## src/rtl/alu_nbit_seq_pkg.sv

```systemverilog
// alu_pkg: shared constants for the sequential ALU.
//   - ALU_* : 4-bit operation codes carried on i_ctrl
//   - state_e : control FSM states (IDLE accepts work, MUL iterates a multiply)
package alu_pkg;

    localparam logic [3:0] ALU_AND = 4'b0000;
    localparam logic [3:0] ALU_OR  = 4'b0001;
    localparam logic [3:0] ALU_ADD = 4'b0010;
    localparam logic [3:0] ALU_SUB = 4'b0110;
    localparam logic [3:0] ALU_SLT = 4'b0111;
    localparam logic [3:0] ALU_NOR = 4'b1100;
    localparam logic [3:0] ALU_MUL = 4'b1000;

    typedef enum logic {
        S_IDLE = 1'b0,
        S_MUL  = 1'b1
    } state_e;

endpackage

```

## src/rtl/alu_nbit_seq_if.sv

```systemverilog
// alu_nbit_seq_if: request/response bundle between the operand muxes, the ALU
// and the writeback path.
//   Request : i_valid, i_A, i_B, i_ctrl (requester -> ALU), o_ready (ALU -> requester)
//   Response: o_valid, o_result, o_zero, o_carry, o_overflow, o_busy (ALU -> consumer)
//
// Handshake: a request transfers on a rising clock edge where i_valid and
// o_ready are both high. While i_valid is high and o_ready is low the
// requester holds i_A/i_B/i_ctrl stable; nothing is consumed. The response
// side has no backpressure: o_valid is a single-cycle pulse that the
// consumer must take in that cycle, one pulse per accepted request, in
// issue order.
interface alu_nbit_seq_if #(
    parameter int WIDTH = 32
);
    logic             i_valid;
    logic             o_ready;
    logic [WIDTH-1:0] i_A;
    logic [WIDTH-1:0] i_B;
    logic [3:0]       i_ctrl;
    logic             o_valid;
    logic [WIDTH-1:0] o_result;
    logic             o_zero;
    logic             o_carry;
    logic             o_overflow;
    logic             o_busy;

    // Requester side (operand muxes / writeback in the pipeline, the bench here).
    modport master (
        output i_valid, i_A, i_B, i_ctrl,
        input  o_ready, o_valid, o_result, o_zero, o_carry, o_overflow, o_busy
    );

    // ALU side.
    modport slave (
        input  i_valid, i_A, i_B, i_ctrl,
        output o_ready, o_valid, o_result, o_zero, o_carry, o_overflow, o_busy
    );
endinterface

```

## src/rtl/alu_nbit_seq_core.sv

```systemverilog
// alu_core: combinational single-cycle ALU operations and flags.
//   a, b      : operands
//   ctrl      : op code (ALU_* in alu_pkg); MUL and unknown codes give 0
//   result    : operation result
//   zero      : result == 0
//   carry     : adder carry-out, ADD/SUB only
//   overflow  : signed overflow, ADD/SUB only
module alu_core
    import alu_pkg::*;
#(
    parameter int WIDTH = 32
) (
    input  logic [WIDTH-1:0] a,
    input  logic [WIDTH-1:0] b,
    input  logic [3:0]       ctrl,
    output logic [WIDTH-1:0] result,
    output logic             zero,
    output logic             carry,
    output logic             overflow
);

    logic             sub;
    logic [WIDTH-1:0] b_eff;
    logic [WIDTH-1:0] low;       // {carry into MSB, sum of bits W-2..0}
    logic             c_msb_in;
    logic             c_msb_out;
    logic [WIDTH-1:0] sum;
    logic             ovf;

    // SUB and SLT share the adder as A + ~B + 1.
    assign sub   = (ctrl == ALU_SUB) || (ctrl == ALU_SLT);
    assign b_eff = sub ? ~b : b;

    // Split the adder at the MSB so the carry into the MSB is visible;
    // signed overflow is that carry XOR the carry out of the MSB.
    assign low       = {1'b0, a[WIDTH-2:0]} + {1'b0, b_eff[WIDTH-2:0]} + WIDTH'(sub);
    assign c_msb_in  = low[WIDTH-1];
    assign c_msb_out = (a[WIDTH-1] & b_eff[WIDTH-1]) |
                       (c_msb_in & (a[WIDTH-1] ^ b_eff[WIDTH-1]));
    assign sum       = {a[WIDTH-1] ^ b_eff[WIDTH-1] ^ c_msb_in, low[WIDTH-2:0]};
    assign ovf       = c_msb_in ^ c_msb_out;

    always_comb begin
        result   = '0;
        carry    = 1'b0;
        overflow = 1'b0;
        case (ctrl)
            ALU_AND: result = a & b;
            ALU_OR:  result = a | b;
            ALU_NOR: result = ~(a | b);
            ALU_ADD, ALU_SUB: begin
                result   = sum;
                carry    = c_msb_out;
                overflow = ovf;
            end
            // Signed less-than: true sign of A-B after overflow correction.
            ALU_SLT: result = {{(WIDTH-1){1'b0}}, sum[WIDTH-1] ^ ovf};
            default: result = '0;
        endcase
        zero = (result == '0);
    end

endmodule

```

## src/rtl/alu_nbit_seq.sv

```systemverilog
// alu_nbit_seq: execution-stage ALU with single-cycle ops and an iterative
// shift-add multiply.
//   i_clk, i_rst_n : clock (rising edge), asynchronous active-low reset
//   bus            : alu_nbit_seq_if slave (request handshake + registered response)
//   o_dbg_state    : current FSM state
//   o_dbg_count    : multiply iteration counter
// Single-cycle ops are registered one cycle after accept. A multiply holds
// o_ready low for WIDTH cycles while one partial product per cycle is folded
// into a 2*WIDTH accumulator.
module alu_nbit_seq
    import alu_pkg::*;
#(
    parameter int WIDTH  = 32,
    parameter bit MUL_EN = 1'b1
) (
    input  logic                      i_clk,
    input  logic                      i_rst_n,
    alu_nbit_seq_if.slave             bus,
    output state_e                    o_dbg_state,
    output logic [$clog2(WIDTH)-1:0]  o_dbg_count
);

    localparam int             CW   = $clog2(WIDTH);
    localparam logic [CW-1:0]  LAST = CW'(WIDTH - 1);

    state_e              state_q;
    state_e              state_d;

    logic [WIDTH-1:0]    mcand_q;
    logic [WIDTH-1:0]    mplier_q;
    logic [2*WIDTH-1:0]  acc_q;
    logic [2*WIDTH-1:0]  addend;
    logic [2*WIDTH-1:0]  acc_next;
    logic [CW-1:0]       count_q;

    logic                valid_q;
    logic [WIDTH-1:0]    result_q;
    logic                zero_q;
    logic                carry_q;
    logic                ovf_q;

    logic                ready;
    logic                accept;
    logic                is_mul;
    logic                mul_last;

    logic [WIDTH-1:0]    core_result;
    logic                core_zero;
    logic                core_carry;
    logic                core_ovf;

    alu_core #(.WIDTH(WIDTH)) u_core (
        .a        (bus.i_A),
        .b        (bus.i_B),
        .ctrl     (bus.i_ctrl),
        .result   (core_result),
        .zero     (core_zero),
        .carry    (core_carry),
        .overflow (core_ovf)
    );

    assign ready    = (state_q == S_IDLE);
    assign accept   = bus.i_valid && ready;
    // With MUL_EN=0 the MUL code falls through the core as an unknown op.
    assign is_mul   = MUL_EN && (bus.i_ctrl == ALU_MUL);
    assign mul_last = (state_q == S_MUL) && (count_q == LAST);

    assign addend   = mplier_q[0] ? ({{WIDTH{1'b0}}, mcand_q} << count_q) : '0;
    assign acc_next = acc_q + addend;

    // FSM state register.
    always_ff @(posedge i_clk or negedge i_rst_n) begin
        if (!i_rst_n) begin
            state_q <= S_IDLE;
        end else begin
            state_q <= state_d;
        end
    end

    // FSM next state.
    always_comb begin
        state_d = state_q;
        case (state_q)
            S_IDLE:  if (accept && is_mul) state_d = S_MUL;
            S_MUL:   if (mul_last)         state_d = S_IDLE;
            default: state_d = S_IDLE;
        endcase
    end

    // Operand/accumulator registers and registered response.
    always_ff @(posedge i_clk or negedge i_rst_n) begin
        if (!i_rst_n) begin
            mcand_q  <= '0;
            mplier_q <= '0;
            acc_q    <= '0;
            count_q  <= '0;
            valid_q  <= 1'b0;
            result_q <= '0;
            zero_q   <= 1'b0;
            carry_q  <= 1'b0;
            ovf_q    <= 1'b0;
        end else begin
            valid_q <= 1'b0;

            if (accept && !is_mul) begin
                valid_q  <= 1'b1;
                result_q <= core_result;
                zero_q   <= core_zero;
                carry_q  <= core_carry;
                ovf_q    <= core_ovf;
            end

            if (accept && is_mul) begin
                mcand_q  <= bus.i_A;
                mplier_q <= bus.i_B;
                acc_q    <= '0;
                count_q  <= '0;
            end

            if (state_q == S_MUL) begin
                acc_q    <= acc_next;
                mplier_q <= mplier_q >> 1;
                count_q  <= count_q + CW'(1);
                // The add on the last count completes the product.
                if (mul_last) begin
                    valid_q  <= 1'b1;
                    result_q <= acc_next[WIDTH-1:0];
                    zero_q   <= (acc_next[WIDTH-1:0] == '0);
                    carry_q  <= 1'b0;
                    ovf_q    <= |acc_next[2*WIDTH-1:WIDTH];
                    count_q  <= '0;
                end
            end
        end
    end

    assign bus.o_ready    = ready;
    assign bus.o_busy     = (state_q == S_MUL);
    assign bus.o_valid    = valid_q;
    assign bus.o_result   = result_q;
    assign bus.o_zero     = zero_q;
    assign bus.o_carry    = carry_q;
    assign bus.o_overflow = ovf_q;

    assign o_dbg_state    = state_q;
    assign o_dbg_count    = count_q;

endmodule

```

## src/flat_wrapper.sv

```systemverilog
// flat-port wrapper written by rule: the top's interface ports become plain ports
module alu_nbit_seq_flat import alu_pkg::*;
#(
    parameter int WIDTH  = 32,
    parameter bit MUL_EN = 1'b1
)
  (i_clk, i_rst_n, o_dbg_state, o_dbg_count, bus_i_valid, bus_i_A, bus_i_B, bus_i_ctrl, bus_o_ready, bus_o_valid, bus_o_result, bus_o_zero, bus_o_carry, bus_o_overflow, bus_o_busy);
  alu_nbit_seq_if #(.WIDTH(WIDTH)) bus_i ();
  input  logic i_clk;
  input  logic i_rst_n;
  output state_e o_dbg_state;
  output logic [$clog2(WIDTH)-1:0] o_dbg_count;
  input wire logic [$bits(bus_i.i_valid)-1:0] bus_i_valid;
  input wire logic [$bits(bus_i.i_A)-1:0] bus_i_A;
  input wire logic [$bits(bus_i.i_B)-1:0] bus_i_B;
  input wire logic [$bits(bus_i.i_ctrl)-1:0] bus_i_ctrl;
  output wire logic [$bits(bus_i.o_ready)-1:0] bus_o_ready;
  output wire logic [$bits(bus_i.o_valid)-1:0] bus_o_valid;
  output wire logic [$bits(bus_i.o_result)-1:0] bus_o_result;
  output wire logic [$bits(bus_i.o_zero)-1:0] bus_o_zero;
  output wire logic [$bits(bus_i.o_carry)-1:0] bus_o_carry;
  output wire logic [$bits(bus_i.o_overflow)-1:0] bus_o_overflow;
  output wire logic [$bits(bus_i.o_busy)-1:0] bus_o_busy;
  assign bus_i.i_valid = bus_i_valid;
  assign bus_i.i_A = bus_i_A;
  assign bus_i.i_B = bus_i_B;
  assign bus_i.i_ctrl = bus_i_ctrl;
  assign bus_o_ready = bus_i.o_ready;
  assign bus_o_valid = bus_i.o_valid;
  assign bus_o_result = bus_i.o_result;
  assign bus_o_zero = bus_i.o_zero;
  assign bus_o_carry = bus_i.o_carry;
  assign bus_o_overflow = bus_i.o_overflow;
  assign bus_o_busy = bus_i.o_busy;
  alu_nbit_seq #(.WIDTH(WIDTH), .MUL_EN(MUL_EN)) u_core (.i_clk(i_clk), .i_rst_n(i_rst_n), .bus(bus_i), .o_dbg_state(o_dbg_state), .o_dbg_count(o_dbg_count));
endmodule
```

## config.mk

```make
export PLATFORM = sky130hd
export DESIGN_NAME = alu_nbit_seq_flat
export DESIGN_NICKNAME = d
export VERILOG_FILES = /design/src/rtl/alu_nbit_seq_pkg.sv /design/src/rtl/alu_nbit_seq_if.sv /design/src/rtl/alu_nbit_seq_core.sv /design/src/rtl/alu_nbit_seq.sv /design/src/flat_wrapper.sv
export SDC_FILE = /design/constraint.sdc
export NUM_CORES = 1
export LEC_CHECK = 0
export CORE_MARGIN = 3
export CORE_UTILIZATION = 35
export DETAILED_ROUTE_END_ITERATION = 7
export GPL_TIMING_DRIVEN = 0
export PLACE_DENSITY = 0.58
export SYNTH_ARGS = -nofsm -noshare
export SYNTH_HDL_FRONTEND = slang
export SYNTH_HIERARCHICAL = 1
export SYNTH_SLANG_ARGS = --single-unit
```

## constraint.sdc

```tcl
create_clock -name i_clk -period 8.42 [get_ports i_clk]
set_input_delay 1.263 -clock i_clk [delete_from_list [all_inputs] [get_ports i_clk]]
set_output_delay 1.263 -clock i_clk [all_outputs]
set_load 0.02 [all_outputs]
```

==> impl_metrics.toml, run 1 <==
[yosys]
yosysUniqueCellTypes = 104
synthTopCellsByArea = "dfrtp_1 25%, ha_1 7.5%, nand2_1 6.3%"
syn_area_um2 = 16930
synth_nets = 2256
avgSynthCellArea_um2 = 8.139
synthCells = 2080
synth_edf_count = 0
synth_warnings = 6
synth-main-ff-cell = "dfrtp_1"
synth_top_area_cell = "dfrtp_1"
yosysMostFrequentCell = "nand2_1"
yosys.area.top_type_share = 0.2513
synth-async-reset-ratio = 1.000
synth-seq-cells = 170
synth-seq-area-share = 0.2513
ys_top_cells_by_count = "286 x nand2_1, 188 x o21ai_0, 170 x dfrtp_1"

[clock_network]
clk_pin_slew_ns = 0.08
cts.sinks = 170
cts-root-buf = "clkbuf_16"
cts_buffers = 17
cts_tree = "yes"
cts_hold_repair.buffers = 0
clk_path_buf_depth = 2
cts_resized = 0
htreeDepth = 4
clk_latency_ns = 0.49
postCtsSetupRepairBufs = 0

[setup_path]
path_buf_inv = 5
worst-setup-path-type = "primary input to register"
r2r-end = "u_core/bus.o_overflow"
r2r_slack_ns = 1.29
endpoint_kind = "register"
cpMaxStageDelayCell = "clkbuf_1"
r2r_cells = 23
arrival_ns = 8.24
slowest_delay_ns = 0.71
reg2reg_from = "u_core/o_dbg_count[0]"
cpLargestDelayFamily = "simple AND/OR/NAND/NOR gates"
worst_setup_path_start_kind = "primary input"
critPathMaxFanout = 10
crit_required_ns = 8.84

[timing]
tns_ns = 0
setup_violations = 0
skew_ns = 0.02068
finalHoldViolations = 0
worstMarginPinSlew_ns = 1.434
relSlewSlack = 0.04199
fin_crit_ns = 7.827
finalCritPeriodShare = 0.9295
timing.final.ws_setup_ns = 0.5932
rsz0062_at_grt = "false"
timing.fmax_ghz = 0.1278
drv_slew = 0

[hold_path]
whs_path_depth = 2
hold_start = "u_core/mplier_q[12]"
hold_path_class = "register to register"
hold_end = "u_core/mplier_q[11]"

[grt]
grt_pass1_vias = 16976
grt_max_degree = 87
grt_pass1_wl_um = 106800
grt_remaining_overflow = 0
antenna_found_initial = 1
grt_use_total = 0.2791

[pwr]
total_power_w = 0.004854
leakage_nw = 8.214
powerDensity_nw_per_um2 = 249.6
ir_drop_mv = 0.1736

[detailed_routing]
num_vias = 17363
wirelength_um = 71290
route.antenna.remaining_nets = 0
viasPerCell = 6.125
drc = 0
firstDrtPassIters = 6
wl_per_cell_um = 25.15
drt_iter0_drc = 1740

[outcome]
status = "completed"

[finish]
drive_above_1_share = 0.08307
syn2layout_area_growth_pct = 14.88
final_nets = 2390
fin_area_um2 = 19450

[floorplanning]
die_w_um = 225.9
initial_core_util = 0.3591
coreArea_um2 = 47150
io_pins = 115
die_y_um = 225.9
num_rows = 79
dieArea_um2 = 51050

[place]
gp_congestion = 1.016
portBuffers = 114
place_ws_ns = 0.2185
dp_hpwl_um = 57360
place_area_um2 = 18860

[job]
maxCapViolations = 0
-- state kept, by name (all words and copies together) (netlist names) --
register,count
u_core/bus.o_carry,1
u_core/bus.o_busy,1
u_core/o_dbg_count,5
u_core/mplier_q,32
u_core/bus.o_zero,1
u_core/acc_q,64
u_core/bus.o_result,32
u_core/bus.o_valid,1
u_core/mcand_q,32
u_core/bus.o_overflow,1
-- cell families after synthesis --
group	share of synthesized area
AO/OA/AOI/OAI	0.2406
flip-flops	0.2513
AND/OR/NAND/NOR	0.2031
buffers and inverters	0.04043
XOR/XNOR	0.05173
multiplexers	0.1151
adder cells (fa/ha/maj)	0.09778
-- worst reg2reg max path, delay by kind of cell (launching register included) --
kind	cells	cell delay [ns]
AND/OR/NAND/NOR	8	1.62
XOR/XNOR	1	0.23
AO/OA/AOI/OAI	7	2.44
buffers and inverters	3	1.06
flip-flops	1	0.42
multiplexers	3	0.98
adder cells (fa/ha/maj)	1	0.27
-- per-stage QoR --
step,cells,hold slack (ns),utilization
3_3_place_gp,2801,0.4656,0.3994
2_1_floorplan,2080,0.4528,-
6_report,2835,0.4840,0.4125
5_1_grt,2834,0.5133,0.4124
3_5_place_dp,2802,0.4690,0.4001
4_1_cts,2834,0.4891,0.4124
-- cells in the final DEF, fill, tap and decap left out, types with 41 or more instances in the layout --
| master | synthesis | routed |
|---|---|---|
| nand2_1 | 286 | 286 |
| nand4_1 | 41 | 41 |
| nor2_1 | 150 | 150 |
| xnor2_1 | 74 | 74 |
| ha_1 | 101 | 101 |
| nand3_1 | 61 | 61 |
| o21ai_0 | 188 | 188 |
| clkdlybuf4s50_1 | 0 | 113 |
| dfrtp_1 | 170 | 170 |
| mux2_2 | 50 | 50 |
| a21oi_1 | 146 | 146 |
| clkbuf_1 | 81 | 81 |
| mux2i_1 | 98 | 98 |
-- how the worst max path moves through the flow --
| stage | from | endpoint | slack [ns] | depth (start not counted) |
|---|---|---|---|---|
| after floorplan | bus_i_ctrl[3] | u_core/bus.o_zero | 2.35 | 28 |
| after global placement | i_rst_n | u_core/bus.o_result[18] | -1.66 | 1 |
| after detailed placement | bus_i_ctrl[3] | u_core/bus.o_zero | 0.22 | 29 |
| after CTS | bus_i_ctrl[3] | u_core/bus.o_zero | 0.71 | 29 |
| after global routing | bus_i_ctrl[1] | u_core/bus.o_zero | 0.23 | 28 |
| final | bus_i_ctrl[3] | u_core/bus.o_zero | 0.59 | 29 |
-- layout make-up --
| cell class | instances | area, um^2 |
|---|---|---|
| clock buffers | 19 | 452.9 |
| inverters | 40 | 150.1 |
| clock inverters | 13 | 130.1 |
| multi-input cells | 1742 | 11990 |
| fillers | 4768 | 27700 |
| flip-flops and latches | 170 | 4254 |
| diodes | 1 | 2.502 |
| well taps | 607 | 759.5 |
| plain buffers | 128 | 534.3 |
| repair buffers | 115 | 1174 |
-- per-layer routing --
metal / track usage / wire length, um / vias up
li1: - / - / 7937
met1: 0.3714 / 31030 / 8555
met2: 0.4493 / 32470 / 733
met3: 0.04277 / 4616 / 136
met4: 0.1236 / 3150 / 2
met5: 0 / 12 / -
-- where the power goes --
group	switching (W)	internal, W	total, W
Sequential	0.000184	0.00104	0.00123
Combinational	0.00182	0.000996	0.00282
Clock	0.000405	0.000408	0.000812
Total	0.00241	0.00244	0.00485
Note: power is estimated with default switching activity, not from simulation.
==> run 2: changes to the inputs <==
--- a/config.mk
+++ b/config.mk
@@ -9,6 +9,7 @@
 export CORE_UTILIZATION = 35
 export DETAILED_ROUTE_END_ITERATION = 7
 export GPL_TIMING_DRIVEN = 0
+export HOLD_SLACK_MARGIN = 0.1
 export PLACE_DENSITY = 0.58
 export SYNTH_ARGS = -nofsm -noshare
 export SYNTH_HDL_FRONTEND = slang
==> results of run 2 <==
Same layout as run 1: the final DEF is identical, and so are final timing and power.
